<file path="config.mk">
export PLATFORM = sky130hd
export DESIGN_NAME = console_rx_flat
export DESIGN_NICKNAME = d
export VERILOG_FILES = /design/src/rtl/console_pkg.sv /design/src/rtl/console_rx_if.sv /design/src/rtl/console_rx_fifo.sv /design/src/rtl/console_rx.sv /design/src/flat_wrapper.sv
export SDC_FILE = /design/constraint.sdc
export NUM_CORES = 1
export LEC_CHECK = 0
export CELL_PAD_IN_SITES_DETAIL_PLACEMENT = 0
export CELL_PAD_IN_SITES_GLOBAL_PLACEMENT = 1
export CORE_ASPECT_RATIO = 0.8
export CORE_UTILIZATION = 46
export CTS_BUF_LIST = sky130_fd_sc_hd__clkbuf_8
export DETAILED_ROUTE_END_ITERATION = 6
export HOLD_SLACK_MARGIN = 0.15
export PLACE_DENSITY = 0.84
export SETUP_SLACK_MARGIN = 0.05
export SLEW_MARGIN = 20
export SYNTH_ARGS = -nofsm -noshare
export SYNTH_HDL_FRONTEND = slang
export SYNTH_SLANG_ARGS = --single-unit
</file>
<file path="constraint.sdc">
create_clock -name clk_i -period 3.15 [get_ports clk_i]
set_input_delay 0.63 -clock clk_i [delete_from_list [all_inputs] [get_ports clk_i]]
set_output_delay 0.63 -clock clk_i [all_outputs]
set_load 0.005 [all_outputs]
</file>
<file path="src/rtl/console_pkg.sv">
// Shared constants for the character console devices: register offsets,
// status/control bit positions and the RX_DATA word format.
package console_pkg;

   localparam logic [7:0] RX_DATA_ADDR   = 8'h00;
   localparam logic [7:0] RX_STATUS_ADDR = 8'h04;
   localparam logic [7:0] RX_CTRL_ADDR   = 8'h0C;

   // Output-side offset; it shares 0x04 with RX_STATUS and is told apart
   // only by the device base address.
   localparam logic [7:0] CHAR_OUT_ADDR  = 8'h04;

   localparam int ST_NOT_EMPTY = 0;
   localparam int ST_FULL      = 1;
   localparam int ST_OVERFLOW  = 2;
   localparam int ST_COUNT_LSB = 8;

   localparam int CTRL_IRQ_EN  = 0;
   localparam int CTRL_CLR_OVF = 1;
   localparam int CTRL_FLUSH   = 2;

   function automatic logic [31:0] rx_data_word(input logic valid, input logic [7:0] ch);
      return {valid, 23'b0, ch};
   endfunction

endpackage

</file>
<file path="src/rtl/console_rx_if.sv">
// Bus and host-byte signals of the console receive device.
// Handshake: a read is req_i & ~we_i in cycle N; the device answers with a
// one-cycle rvalid_o pulse and rdata_o in N+1. Writes get no response. The
// host strobe rx_valid_i carries one byte per asserted cycle, no backpressure.
interface console_rx_if;
   logic        req_i;
   logic        we_i;
   logic [31:0] addr_i;
   logic [31:0] wdata_i;
   logic [31:0] rdata_o;
   logic        rvalid_o;
   logic        rx_valid_i;
   logic [7:0]  rx_data_i;

   modport master (
      output req_i, we_i, addr_i, wdata_i, rx_valid_i, rx_data_i,
      input  rdata_o, rvalid_o
   );

   modport slave (
      input  req_i, we_i, addr_i, wdata_i, rx_valid_i, rx_data_i,
      output rdata_o, rvalid_o
   );
endinterface

</file>
<file path="src/rtl/console_rx_fifo.sv">
// Byte FIFO with flush; a push into a full FIFO is accepted when a pop
// frees the head slot in the same cycle. Storage is never reset.
module console_rx_fifo #(
   parameter int Depth = 16
) (
   input  logic                   clk,
   input  logic                   rst,
   input  logic                   push,
   input  logic                   pop,
   input  logic                   flush,
   input  logic [7:0]             wr_data,
   output logic [7:0]             rd_data,
   output logic                   full,
   output logic                   empty,
   output logic [$clog2(Depth):0] count
);
   localparam int AW = $clog2(Depth);

   logic [7:0]    mem [Depth];
   logic [AW-1:0] wr_ptr;
   logic [AW-1:0] rd_ptr;
   logic          push_ok;
   logic          pop_ok;

   assign full    = (count == (AW+1)'(Depth));
   assign empty   = (count == '0);
   assign pop_ok  = pop & ~empty & ~flush;
   assign push_ok = push & ~flush & (~full | pop_ok);
   assign rd_data = mem[rd_ptr];

   always_ff @(posedge clk) begin
      if (push_ok) mem[wr_ptr] <= wr_data;
   end

   // Pointers wrap naturally because Depth is a power of two.
   always_ff @(posedge clk) begin
      if (!rst || flush) begin
         wr_ptr <= '0;
         rd_ptr <= '0;
         count  <= '0;
      end else begin
         if (push_ok) wr_ptr <= wr_ptr + 1'b1;
         if (pop_ok)  rd_ptr <= rd_ptr + 1'b1;
         case ({push_ok, pop_ok})
            2'b10:   count <= count + 1'b1;
            2'b01:   count <= count - 1'b1;
            default: count <= count;
         endcase
      end
   end

endmodule

</file>
<file path="src/rtl/console_rx.sv">
// Console receive device: host bytes are queued in a FIFO and read by the
// CPU over the memory-mapped bus, with status, sticky overflow and irq.
module console_rx
   import console_pkg::*;
#(
   parameter int Depth        = 16,
   parameter bit IrqDefaultEn = 1'b0
) (
   input  logic       clk_i,
   input  logic       rst_i,
   console_rx_if.slave bus,
   output logic       irq_o
);
   localparam int CW = $clog2(Depth) + 1;

   logic [7:0]    offset;
   logic          rd_req;
   logic          ctrl_wr;
   logic          pop_ok;
   logic          flush;
   logic          clr_ovf;
   logic          ovf_set;
   logic          overflow;
   logic          irq_en;
   logic          full;
   logic          empty;
   logic [CW-1:0] count;
   logic [7:0]    count8;
   logic [7:0]    head;
   logic [31:0]   rd_mux;
   logic          unused_bits;

   assign offset  = bus.addr_i[7:0];
   assign rd_req  = bus.req_i & ~bus.we_i;
   assign ctrl_wr = bus.req_i & bus.we_i & (offset == RX_CTRL_ADDR);
   assign pop_ok  = rd_req & (offset == RX_DATA_ADDR) & ~empty;
   assign flush   = ctrl_wr & bus.wdata_i[CTRL_FLUSH];
   assign clr_ovf = ctrl_wr & bus.wdata_i[CTRL_CLR_OVF];
   // A byte is lost only when nothing makes room for it; a flush discards it silently.
   assign ovf_set = bus.rx_valid_i & full & ~pop_ok & ~flush;
   assign count8  = 8'(count);

   assign unused_bits = ^{bus.addr_i[31:8], bus.wdata_i[31:3]};

   console_rx_fifo #(.Depth(Depth)) u_fifo (
      .clk     (clk_i),
      .rst     (rst_i),
      .push    (bus.rx_valid_i),
      .pop     (pop_ok),
      .flush   (flush),
      .wr_data (bus.rx_data_i),
      .rd_data (head),
      .full    (full),
      .empty   (empty),
      .count   (count)
   );

   always_comb begin
      rd_mux = '0;
      case (offset)
         RX_DATA_ADDR:   rd_mux = rx_data_word(~empty, empty ? 8'h00 : head);
         RX_STATUS_ADDR: begin
            rd_mux[ST_NOT_EMPTY]       = ~empty;
            rd_mux[ST_FULL]            = full;
            rd_mux[ST_OVERFLOW]        = overflow;
            rd_mux[ST_COUNT_LSB +: 8]  = count8;
         end
         RX_CTRL_ADDR:   rd_mux[CTRL_IRQ_EN] = irq_en;
         default:        rd_mux = '0;
      endcase
   end

   always_ff @(posedge clk_i) begin
      if (!rst_i) begin
         bus.rdata_o  <= '0;
         bus.rvalid_o <= 1'b0;
         irq_o        <= 1'b0;
         overflow     <= 1'b0;
         irq_en       <= IrqDefaultEn;
      end else begin
         bus.rvalid_o <= rd_req;
         if (rd_req) bus.rdata_o <= rd_mux;
         if (ctrl_wr) irq_en <= bus.wdata_i[CTRL_IRQ_EN];
         if (ovf_set) overflow <= 1'b1;
         else if (clr_ovf) overflow <= 1'b0;
         irq_o <= irq_en & (~empty | overflow);
      end
   end

endmodule

</file>
<file path="src/flat_wrapper.sv">
// flat-port wrapper written by rule: the top's interface ports become plain ports
module console_rx_flat import console_pkg::*;
#(
   parameter int Depth        = 16,
   parameter bit IrqDefaultEn = 1'b0
)
  (clk_i, rst_i, irq_o, bus_req_i, bus_we_i, bus_addr_i, bus_wdata_i, bus_rx_valid_i, bus_rx_data_i, bus_rdata_o, bus_rvalid_o);
  console_rx_if bus_i ();
  input  logic clk_i;
  input  logic rst_i;
  output logic irq_o;
  input wire logic [$bits(bus_i.req_i)-1:0] bus_req_i;
  input wire logic [$bits(bus_i.we_i)-1:0] bus_we_i;
  input wire logic [$bits(bus_i.addr_i)-1:0] bus_addr_i;
  input wire logic [$bits(bus_i.wdata_i)-1:0] bus_wdata_i;
  input wire logic [$bits(bus_i.rx_valid_i)-1:0] bus_rx_valid_i;
  input wire logic [$bits(bus_i.rx_data_i)-1:0] bus_rx_data_i;
  output wire logic [$bits(bus_i.rdata_o)-1:0] bus_rdata_o;
  output wire logic [$bits(bus_i.rvalid_o)-1:0] bus_rvalid_o;
  assign bus_i.req_i = bus_req_i;
  assign bus_i.we_i = bus_we_i;
  assign bus_i.addr_i = bus_addr_i;
  assign bus_i.wdata_i = bus_wdata_i;
  assign bus_i.rx_valid_i = bus_rx_valid_i;
  assign bus_i.rx_data_i = bus_rx_data_i;
  assign bus_rdata_o = bus_i.rdata_o;
  assign bus_rvalid_o = bus_i.rvalid_o;
  console_rx #(.Depth(Depth), .IrqDefaultEn(IrqDefaultEn)) u_core (.clk_i(clk_i), .rst_i(rst_i), .bus(bus_i), .irq_o(irq_o));
endmodule
</file>
**After elaboration in Yosys (flattened, before gate mapping)**

Memories as Yosys holds them, arrays and structs flattened. A register that Yosys moved wholly into a read port is not among the register bits.
Index checks and enable logic that the tools add are counted.

- Add/sub/neg operators: 4
- Equality and inequality tests: 5
- Multiplexer cells: 13
- Bitwise operators: 22
- Reduce and logical (&&, ||, !) cells: 6

Operators with widths:

| cell | number |
|---|---|
| two-way mux 16 bit | 1 |
| AND 1 bit | 15 |
| two-way mux 5 bit | 2 |
| case mux 5 bit (2 select lines) | 1 |
| adder 4 x 1 -> 4 bit, second input constant | 2 |
| equality test 8 x 3 -> 1 bit, second input constant | 1 |
| equality test 8 x 4 -> 1 bit, second input constant | 1 |
| zero test 8 bit | 1 |
| two-way mux 4 bit | 2 |
| two-way mux 8 bit | 1 |
| adder 5 x 1 -> 5 bit, second input constant | 1 |
| equality test 5 bit, second input constant | 1 |
| zero test 5 bit | 1 |
| inverter 1 bit | 5 |
| subtractor 5 x 1 -> 5 bit, second input constant | 1 |
| two-way mux 1 bit | 4 |
| case mux 2 bit (2 select lines) | 1 |
| nonzero test 2 bit | 2 |
| case mux 1 bit (3 select lines) | 1 |
| equality test 2 x 1 -> 1 bit, second input constant | 1 |
| equality test 2 bit, second input constant | 1 |
| OR 1 bit | 2 |
| zero test 1 bit | 1 |
| logical OR 1 bit | 1 |

- Register bits after elaboration: 49
- Memory bits (writable): 128
- Input port bits: 77
- Output and inout bits: 34
- Word-level logic and storage cells: 59
- Memories kept: 1

Memory list:

| memory | depth | bits a word | rd ports | clocked after memory_dff | write ports | line | source |
|---|---|---|---|---|---|---|---|
| u_core.u_fifo.mem | 16 | 8 | 1 | 1 | 1 | console_rx_fifo.sv:19 | `logic [7:0] mem [Depth];` |

**Depth between registers and ports, before layout**

Gate-level depths: netlist of the first run.

- Depth in word-level cells: 10
- Mapped depth: 12
- Depth with buffers taken out: 11

**Hierarchy**

From an unflattened synthesis of the first run, not the netlist that was laid out.

- Cell total of the unflattened synthesis: 436
- Area total of the unflattened synthesis: 6,795.3 µm²

By module, submodules not included:

| module | times used | cells each | area each (µm²) | sequential area each (µm²) |
|---|---|---|---|---|
| console_rx_fifo | 1 | 336 | 5,923.2 | 4,184.0 |
| console_rx | 1 | 100 | 872.1 | 360.3 |

**Least setup slack after synthesis of the first run**

No wires, ideal clock.

- Kind: in2reg
- From: input bus_addr_i[3]
- To: register u_core.u_fifo.count[4]
- Library setup time: 0.078 ns
- Arrival: 2.660 ns
- Required time: 3.072 ns
- Setup slack: 0.412 ns
- Stages on the path: 12
- Path buffers: 1
- Cells stage by stage: buf_6 > nor4b_2 > o2111ai_2 > or2_1 > inv_2 > ha_1 > nor2b_1 > o21ai_0 > nand2b_1 > and3_1 > o21a_1 > nor3_1

- Longest elaborated chain between the ends: 9
- Elaborated cells between the ends (all ways): 17
- Classes of those cells: eq/ne: 3; mux: 1; bitwise: 10; reduce/logical: 3

RTL lines:

| element | line | source |
|---|---|---|
| start: declaration | flat_wrapper.sv:14 | `input wire logic [$bits(bus_i.addr_i)-1:0] bus_addr_i;` |
| zero test 8 bit or equality test 8 x 4 -> 1 bit (tied branches) | console_rx.sv:36, console_rx.sv:35 |  |
| AND 1 bit (on tied branches) | console_rx.sv:36, console_rx.sv:35 |  |
| AND 1 bit (on tied branches) | console_rx.sv:36, console_rx.sv:37 |  |
| AND 1 bit or inverter 1 bit (tied branches) | console_rx_fifo.sv:27, console_rx_fifo.sv:28 |  |
| AND 1 bit | console_rx_fifo.sv:27 | `assign pop_ok = pop & ~empty & ~flush;` |
| OR 1 bit | console_rx_fifo.sv:28 | `assign push_ok = push & ~flush & (~full \| pop_ok);` |
| AND 1 bit | console_rx_fifo.sv:28 |  |
| equality test 2 x 1 -> 1 bit or equality test 2 bit (tied branches) | console_rx_fifo.sv:44 | `case ({push_ok, pop_ok})` |
| case mux 5 bit (2 select lines) or nonzero test 2 bit (tied branches) | -- |  |
| end signal: assignment | console_rx_fifo.sv:45 | `2'b10: count <= count + 1'b1;` |
| end signal: assignment | console_rx_fifo.sv:46 | `2'b01: count <= count - 1'b1;` |
| end signal: assignment | console_rx_fifo.sv:47 | `default: count <= count;` |
| end: declaration | console_rx_fifo.sv:15 | `output logic [$clog2(Depth):0] count` |

Several ways; a longest one is shown, not always the timed one.
A chain may end at the register's enable or synchronous reset.

**Worst setup path after layout of the first run**

Ends and elaborated chain as after synthesis.

==> key figures, run 1 <==
Floorplan
  – DIE AREA: 15200 sq um
  – Floorplan row count: 39
  – Die Y: around 110 um
  – IO Pins: between 100 and 150
  – Initial Utilization: 0.472
  – Die X: approximately 140 um
  – Core footprint: 14300 sq um

Clocking
  – CTS tree: built
  – # clock sinks: about 160
  – Cts hold-fix bufs: 0
  – Total CTS buffers: 17
  – H-tree depth: 4
  – Latest clock arrival within the worst-skew pair: 0.44 ns
  – # resized after CTS: 0
  – Post-CTS Setup Inserts: 0
  – Max Root-Sink Buffers: 2
  – CTS root buffer: clkbuf_8
  – Clk slew on worst S/H paths: around 0.09 ns

Timing
  – Maximum operating frequency: ~360 MHz
  – Crit path time final: approximately 2.8 ns
  – Clock Skew: around 0.016 ns
  – Hold_ws: about 0.47 ns
  – Slew Limit Fails: 0
  – Final Hold Violating Endpoints: 0
  – RSZ-0062 raised after global routing: false
  – Worst Max-Slew Pin Slew: approximately 0.72 ns
  – Period utilization: 0.888
  – Setup ws final: 0.352 ns
  – Final setup viols: 0
  – Relative slew margins: 0.514

Critical path
  – Reg-to-reg endpoint: u_core.u_fifo.count[4]
  – Arr. time, crit path: between 3 and 4 ns
  – CP Cell Sequence: clkdlybuf4s50_1 -> nor4b_2 -> o2111ai_2 -> or2_1 -> fa_1 -> nor2b_1 -> o21ai_0 -> nand2b_1 -> and3_1 -> nor3_1 -> nor3_1
  – Reg2Reg Launch Point: u_core.u_fifo.count[3]
  – Setup CP Type: in2reg
  – Type of origin of the critical path: input pin
  – CP most frequent cell: nor3_1
  – Critical path fanouts, max: 2
  – R2r setup slk: 0.51 ns
  – R2r worst-path depth: 11
  – Crit. End Element: flip-flop
  – Critical path's largest stage delay: between 0.4 and 0.5 ns
  – CP max stage cell: fa_1
  – Worst EP required: 3.51 ns

Synthesis
  – Seq/Total Area, Yosys: 0.673
  – Ys async rst share: 0
  – Cell variety after synth: 56
  – Most area-consuming cells after synthesis: edfxtp_1, dfxtp_1, mux4_2
  – Syn_area_per_cell: 16.9 sq um
  – Netlist Area Pre-Place: 6760 sq um
  – Number of synthesized flops with an enable pin: 128
  – Synth top area share: 0.569
  – Synth Flop Type: edfxtp_1
  – Synth warnings: 0
  – Area leader, netlist: edfxtp_1
  – Post-Synthesis Cells: 399
  – Yosys reg bits: 163

Cells and area
  – Diodes inserted: 0
  – Nets: 558
  – Layout area overhead: 15.1%
  – Layout cells sized above 1: 0.196

Power and ir drop
  – Switching power total: just over 800 uW
  – Flop pwr share: 0.613
  – Pwr Density: between 400 and 500 nW/um^2
  – Clk pwr share: 0.340
  – Pleak: approximately 0.0026 uW
  – Net Sw Frac: 0.214
  – Internal power: 3020 uW
  – Maximum vdd drop: ~0.29 mV
  – Comb power frac: 0.047

Status
  – Status: completed

Min path
  – Min-delay src: u_core.bus.rdata_o[6]
  – Worst hold path endpoint: u_core.bus.rdata_o[6]
  – Hold path depth: 2
  – Min-Delay Path Class: reg2reg

Global routing
  – Vias in the first global route: between 3000 and 4000
  – Largest net degree at the start of global routing: 26
  – First-pass GRT wire length: 19700 um
  – Total GRT Usage: 0.184
  – Total grt overflow: 0
  – Initial antenna violation count: 0

Placed design
  – Detailed placer's ending HPWL: about 9000 um
  – Place WS: -0.0871 ns
  – Routability Congestion: a little under 0.8
  – Port bufs: 39

Drt
  – Total number of vias: 3620
  – Detailed Route Iter0 Violations: roughly 290
  – Detailed-route DRC error count: 0
  – Antenna viol nets, final: 0
  – Post-Route WL: roughly 13000 um
  – Post-DR wirelength/cell: approximately 19 um
  – First-pass DRT Iterations: 4
  – Vias per cell: 5.41

Flow run
  – Max cap viols: 0
## routing by layer
metal / track usage / share of wire / vias to the layer above
li1: - / - / 1663
met4: 0.0730 / 0.016 / 0
met1: 0.258 / 0.45 / 1781
met5: 0 / 0 / -
met3: 0.0562 / 0.088 / 13
met2: 0.270 / 0.44 / 163
## metrics by stage
step / util / power [uW] / TNS (ns) / std cells / area [sq um]
6_report: 0.544 / 3840 / 0 / 669 / 7780
5_1_grt: 0.544 / 3980 / 0 / 669 / 7780
4_1_cts: 0.544 / 3870 / 0 / 669 / 7780
3_5_place_dp: 0.520 / 2580 / -0.0871 / 637 / 7430
3_3_place_gp: 0.520 / 2570 / -0.0228 / 637 / 7430
2_1_floorplan: - / 2500 / 0 / 416 / 6820
## cells in the mapped netlist (all sizes together), types with 7 or more instances
master    n
edfxtp  128
mux4     39
dfxtp    35
buf      29
nor2     29
nand2    15
nand3    12
o21ai    11
inv      10
nor2b     9
ha        8
nor3      8
clkbuf    7
## power groups by stage
stage               clock, uW  sequential, uW  combinational, uW
global route             1430            2360                199
floorplan                   0            2400                103
CTS                      1340            2350                179
detailed placement          0            2400                178
global placement            0            2400                172
finish                   1310            2360                179
## cell usage in the layout, fill, tap and decap left out, types with 5 or more instances in the layout
master / instances
buf_4: 34
ha_1: 8
nor3_1: 8
a22oi_1: 5
nor2_1: 29
nand3_1: 12
edfxtp_1: 128
inv_1: 13
conb_1: 18
a21oi_1: 5
mux4_2: 24
clkdlybuf4s50_1: 39
o21ai_0: 9
dfxtp_1: 34
nand2b_1: 5
nand2_1: 15
mux4_1: 15
nor2b_1: 9
clkbuf_8: 20
## worst max-delay path by stage
| stage | startpoint | to | cells after the start |
|---|---|---|---|
| 2_1_floorplan | bus_addr_i[3] | u_core.u_fifo.count[4] | 12 |
| 4_1_cts | bus_addr_i[3] | u_core.u_fifo.count[4] | 11 |
| 3_5_place_dp | bus_addr_i[3] | u_core.u_fifo.count[4] | 11 |
| 6_report | bus_addr_i[3] | u_core.u_fifo.count[4] | 11 |
| 5_1_grt | bus_addr_i[3] | u_core.u_fifo.count[4] | 12 |
| 3_3_place_gp | bus_addr_i[3] | u_core.u_fifo.count[4] | 11 |
## sequential cells by signal, indices dropped and copies added (netlist names), named ones only
register and cells:
u_core.u_fifo.mem 128, u_core.irq_en 1, u_core.u_fifo.rd_ptr 4, u_core.u_fifo.count 5
u_core.bus.rvalid_o 1, u_core.irq_o 1, u_core.u_fifo.wr_ptr 4, u_core.overflow 1
u_core.bus.rdata_o 14
## logic make-up (layout without fill, tap and decap cells)
group / Yosys count / after routing / synth area share
adder cells (fa/ha/maj): 9 / 9 / 0.0178
flip-flops: 163 / 163 / 0.673
AO/OA/AOI/OAI: 35 / 35 / 0.0361
AND/OR/NAND/NOR: 93 / 93 / 0.0721
XOR/XNOR: 8 / 8 / 0.0104
other: 1 / 18 / 0.000555
multiplexers: 44 / 44 / 0.146
buffers and inverters: 46 / 115 / 0.0445
## worst max-delay path, delay by kind of cell
| kind | cells | cell delay [ns] |
|---|---|---|
| compound gates | 2 | 0.26 |
| simple gates | 7 | 1.33 |
| buf+inv | 1 | 0.45 |
| fa+ha+maj | 1 | 0.48 |
## layout make-up
class                      instances  area (sq um)
inverter                          10          37.5
fill                            1101          6520
multi-input combinational        207          1970
clock inverter                    12          68.8
tap                              184           230
clock buffer                      20           275
timing repair buffer              73           646
sequential                       163          4550
No activity file was read; power rests on OpenSTA's default activity.
==> run 2: changes to the inputs <==
--- a/config.mk
+++ b/config.mk
@@ -7,7 +7,7 @@
 export LEC_CHECK = 0
 export CELL_PAD_IN_SITES_DETAIL_PLACEMENT = 0
 export CELL_PAD_IN_SITES_GLOBAL_PLACEMENT = 1
-export CORE_ASPECT_RATIO = 0.8
+export CORE_ASPECT_RATIO = 1.2
 export CORE_UTILIZATION = 46
 export CTS_BUF_LIST = sky130_fd_sc_hd__clkbuf_8
 export DETAILED_ROUTE_END_ITERATION = 6
==> run 2 against run 1 <==
  * Wire length shrank 3.1%
  * Flip-flop and latch count is the same
  * Register-to-register slack gained 0.02 ns
  * Hold slack lost 0.011 ns
  * Design area grew 0.31%
  * Clock-buffer cell count shrank 3
  * First-iteration DRC count grew 16%
==> key figures, run 2 (synthesis gave the netlist of run 1 again) <==
Drt
  – Antenna viol nets, final: 0 (unchanged)
  – Post-Route WL: 12400 um (-3.1%)
  – Detailed-route DRC error count: 0 (unchanged)
  – Post-DR wirelength/cell: 18.8 um (-1.5%)
  – Vias per cell: 5.57 (+2.9%)
  – Total number of vias: 3665 (+1.2%)
  – Detailed Route Iter0 Violations: 331 (+16%)
  – First-pass DRT Iterations: 4 (unchanged)

Clocking
  – CTS root buffer: clkbuf_8
  – H-tree depth: 4 (unchanged)
  – Total CTS buffers: 17 (unchanged)
  – Max Root-Sink Buffers: 2 (unchanged)
  – Post-CTS Setup Inserts: 0 (unchanged)
  – Latest clock arrival within the worst-skew pair: 0.45 ns (about the same)
  – Cts hold-fix bufs: 0 (unchanged)
  – # clock sinks: 163 (unchanged)
  – # resized after CTS: 0 (unchanged)
  – CTS tree: built
  – Clk slew on worst S/H paths: 0.09 ns (about the same)

Cells and area
  – Fillers: 1115 (+1.3%)
  – Diodes inserted: 0 (unchanged)
  – Layout area overhead: 15.5%
  – Most frequent cells in the layout: edfxtp_1, clkdlybuf4s50_1, dfxtp_1
  – Leading cell type in the layout, fill and taps excluded: edfxtp_1
  – Largest register FFs: 128 (unchanged)
  – Biggest regs: u_core.u_fifo.mem (128), u_core.bus.rdata_o (14), u_core.u_fifo.count (5)
  – Layout cells sized above 1: 0.193 (-0.00333)
  – Nets: 557 (-0.18%)
  – Largest reg by FF count: u_core.u_fifo.mem

Global routing
  – Vias in the first global route: 3663 (+1.7%)
  – First-pass GRT wire length: 19500 um (-1.2%)
  – Initial antenna violation count: 0 (unchanged)
  – Total grt overflow: 0 (unchanged)
  – Largest net degree at the start of global routing: 26 (unchanged)
  – Total GRT Usage: 0.177 (-0.00773)

Floorplan
  – Die X: 113 um (-18%)
  – IO Pins: 111 (unchanged)
  – Die Y: 135 um (+22%)
  – Floorplan row count: 48 (+23%)
  – Initial Utilization: 0.471 (-0.00185)
  – DIE AREA: 15200 sq um (about the same)
  – Core footprint: 14400 sq um (+0.39%)

Timing
  – Clock Skew: 0.0109 ns (-0.00491 ns)
  – Maximum operating frequency: 363 MHz (+1.6%)
  – Setup ws final: 0.395 ns (+0.0436 ns)
  – RSZ-0062 raised after global routing: false
  – Slew Limit Fails: 0 (unchanged)
  – Period utilization: 0.875 (-0.0139)
  – Relative slew margins: 0.535 (+0.0206)
  – Final Hold Violating Endpoints: 0 (unchanged)
  – Final setup viols: 0 (unchanged)
  – Crit path time final: 2.75 ns (-0.0436 ns)
  – Worst Max-Slew Pin Slew: 0.688 ns (-0.0305 ns)

Placed design
  – Routability Congestion: 0.791 (about the same)
  – Detailed placer's ending HPWL: 8560 um (-2.7%)
  – Port bufs: 39 (unchanged)
  – Place WS: -0.0838 ns (+0.00327 ns)

Critical path
  – Reg-to-reg endpoint: u_core.u_fifo.count[4]
  – Crit. End Element: flip-flop
  – Critical path fanouts, max: 2 (unchanged)
  – Type of origin of the critical path: input pin
  – Launch point of the worst path: bus_addr_i[3]
  – Setup CP Type: in2reg
  – Reg2Reg Launch Point: u_core.u_fifo.count[0]
  – R2r worst-path depth: 11 (unchanged)
  – Worst EP required: 3.47 ns (-0.04 ns)
  – R2r setup slk: 0.53 ns (+0.02 ns)
  – Arr. time, crit path: 3.07 ns (-0.09 ns)
  – Crit path to: u_core.u_fifo.count[4]

Flow run
  – Max cap viols: 0 (unchanged)

Min path
  – Min-Delay Path Class: reg2reg
  – Min-delay src: u_core.bus.rdata_o[5]

Power and ir drop
  – Pleak: 0.00262 uW (-0.52%)
  – Pwr Density: 507 nW/um^2 (+2.6%)
  – Tot Pwr: 3950 uW (+3.0%)
  – Maximum vdd drop: 0.219 mV (-26%)

Status
  – Status: completed
==> run 2: cell count changes in the layout (fill, tap and decap cells not counted), sizes merged <==
| cell | change |
|---|---|
| inv | -2 |
| bufinv | +2 |
| clkbuf | -3 |
| buf | -1 |
| clkinvlp | +2 |
==> run 2: per-layer routing <==
metal / vias up / share of wire / global-route usage
li1: 1661 / - / -
met1: 1821 / 0.41 / 0.220
met2: 160 / 0.51 / 0.291
met3: 23 / 0.062 / 0.0458
met4: 0 / 0.019 / 0.0800
met5: - / 0 / 0
==> run 2: worst max-delay path, stage by stage <==
cell,delay [ns]
clkdlybuf4s50_1,0.45
nor4b_2,0.40
o2111ai_2,0.18
or2_1,0.30
fa_1,0.48
nor2b_1,0.12
o21ai_0,0.08
nand2b_1,0.09
and3_1,0.18
o21a_1,0.13
nor3_1,0.04
==> run 2: area by class of cell <==
class                   instances  area, sq um  share of cell area
flip-flops and latches        163         4550               0.583
multi-input cells             207         1970               0.253
repair buffers                 72          651              0.0834
clock buffers                  17          234              0.0300
well taps                     175          219              0.0281
clock inverters                14          140              0.0180
inverters                      10         37.5             0.00481
==> run 2: worst min path at each step <==
stage / endpoint / slack (ns) / depth (start not counted)
after floorplan: u_core.irq_o / 0.44 / 1
after global placement: u_core.bus.rdata_o[6] / 0.45 / 2
after detailed placement: u_core.bus.rdata_o[5] / 0.45 / 2
after CTS: u_core.bus.rdata_o[5] / 0.47 / 2
after global routing: u_core.bus.rdata_o[5] / 0.50 / 2
final: u_core.bus.rdata_o[5] / 0.46 / 2
==> run 2: through the flow <==
| stage | hold WS [ns] | std cells | area (sq um) | utilization | setup TNS [ns] |
|---|---|---|---|---|---|
| after global placement | 0.454 | 627 | 7430 | 0.517 | -0.0272 |
| after detailed placement | 0.453 | 627 | 7430 | 0.517 | -0.0838 |
| final | 0.462 | 658 | 7800 | 0.543 | 0 |
| after floorplan | 0.437 | 416 | 6820 | - | 0 |
| after global routing | 0.496 | 658 | 7800 | 0.543 | 0 |
| after CTS | 0.465 | 658 | 7800 | 0.543 | 0 |
==> run 2: power breakdown <==
| group | switching [uW] | internal [uW] |
|---|---|---|
| registers | 13.1 | 2340 |
| logic | 98.6 | 80.8 |
| clock network | 726 | 695 |
| total | 838 | 3120 |
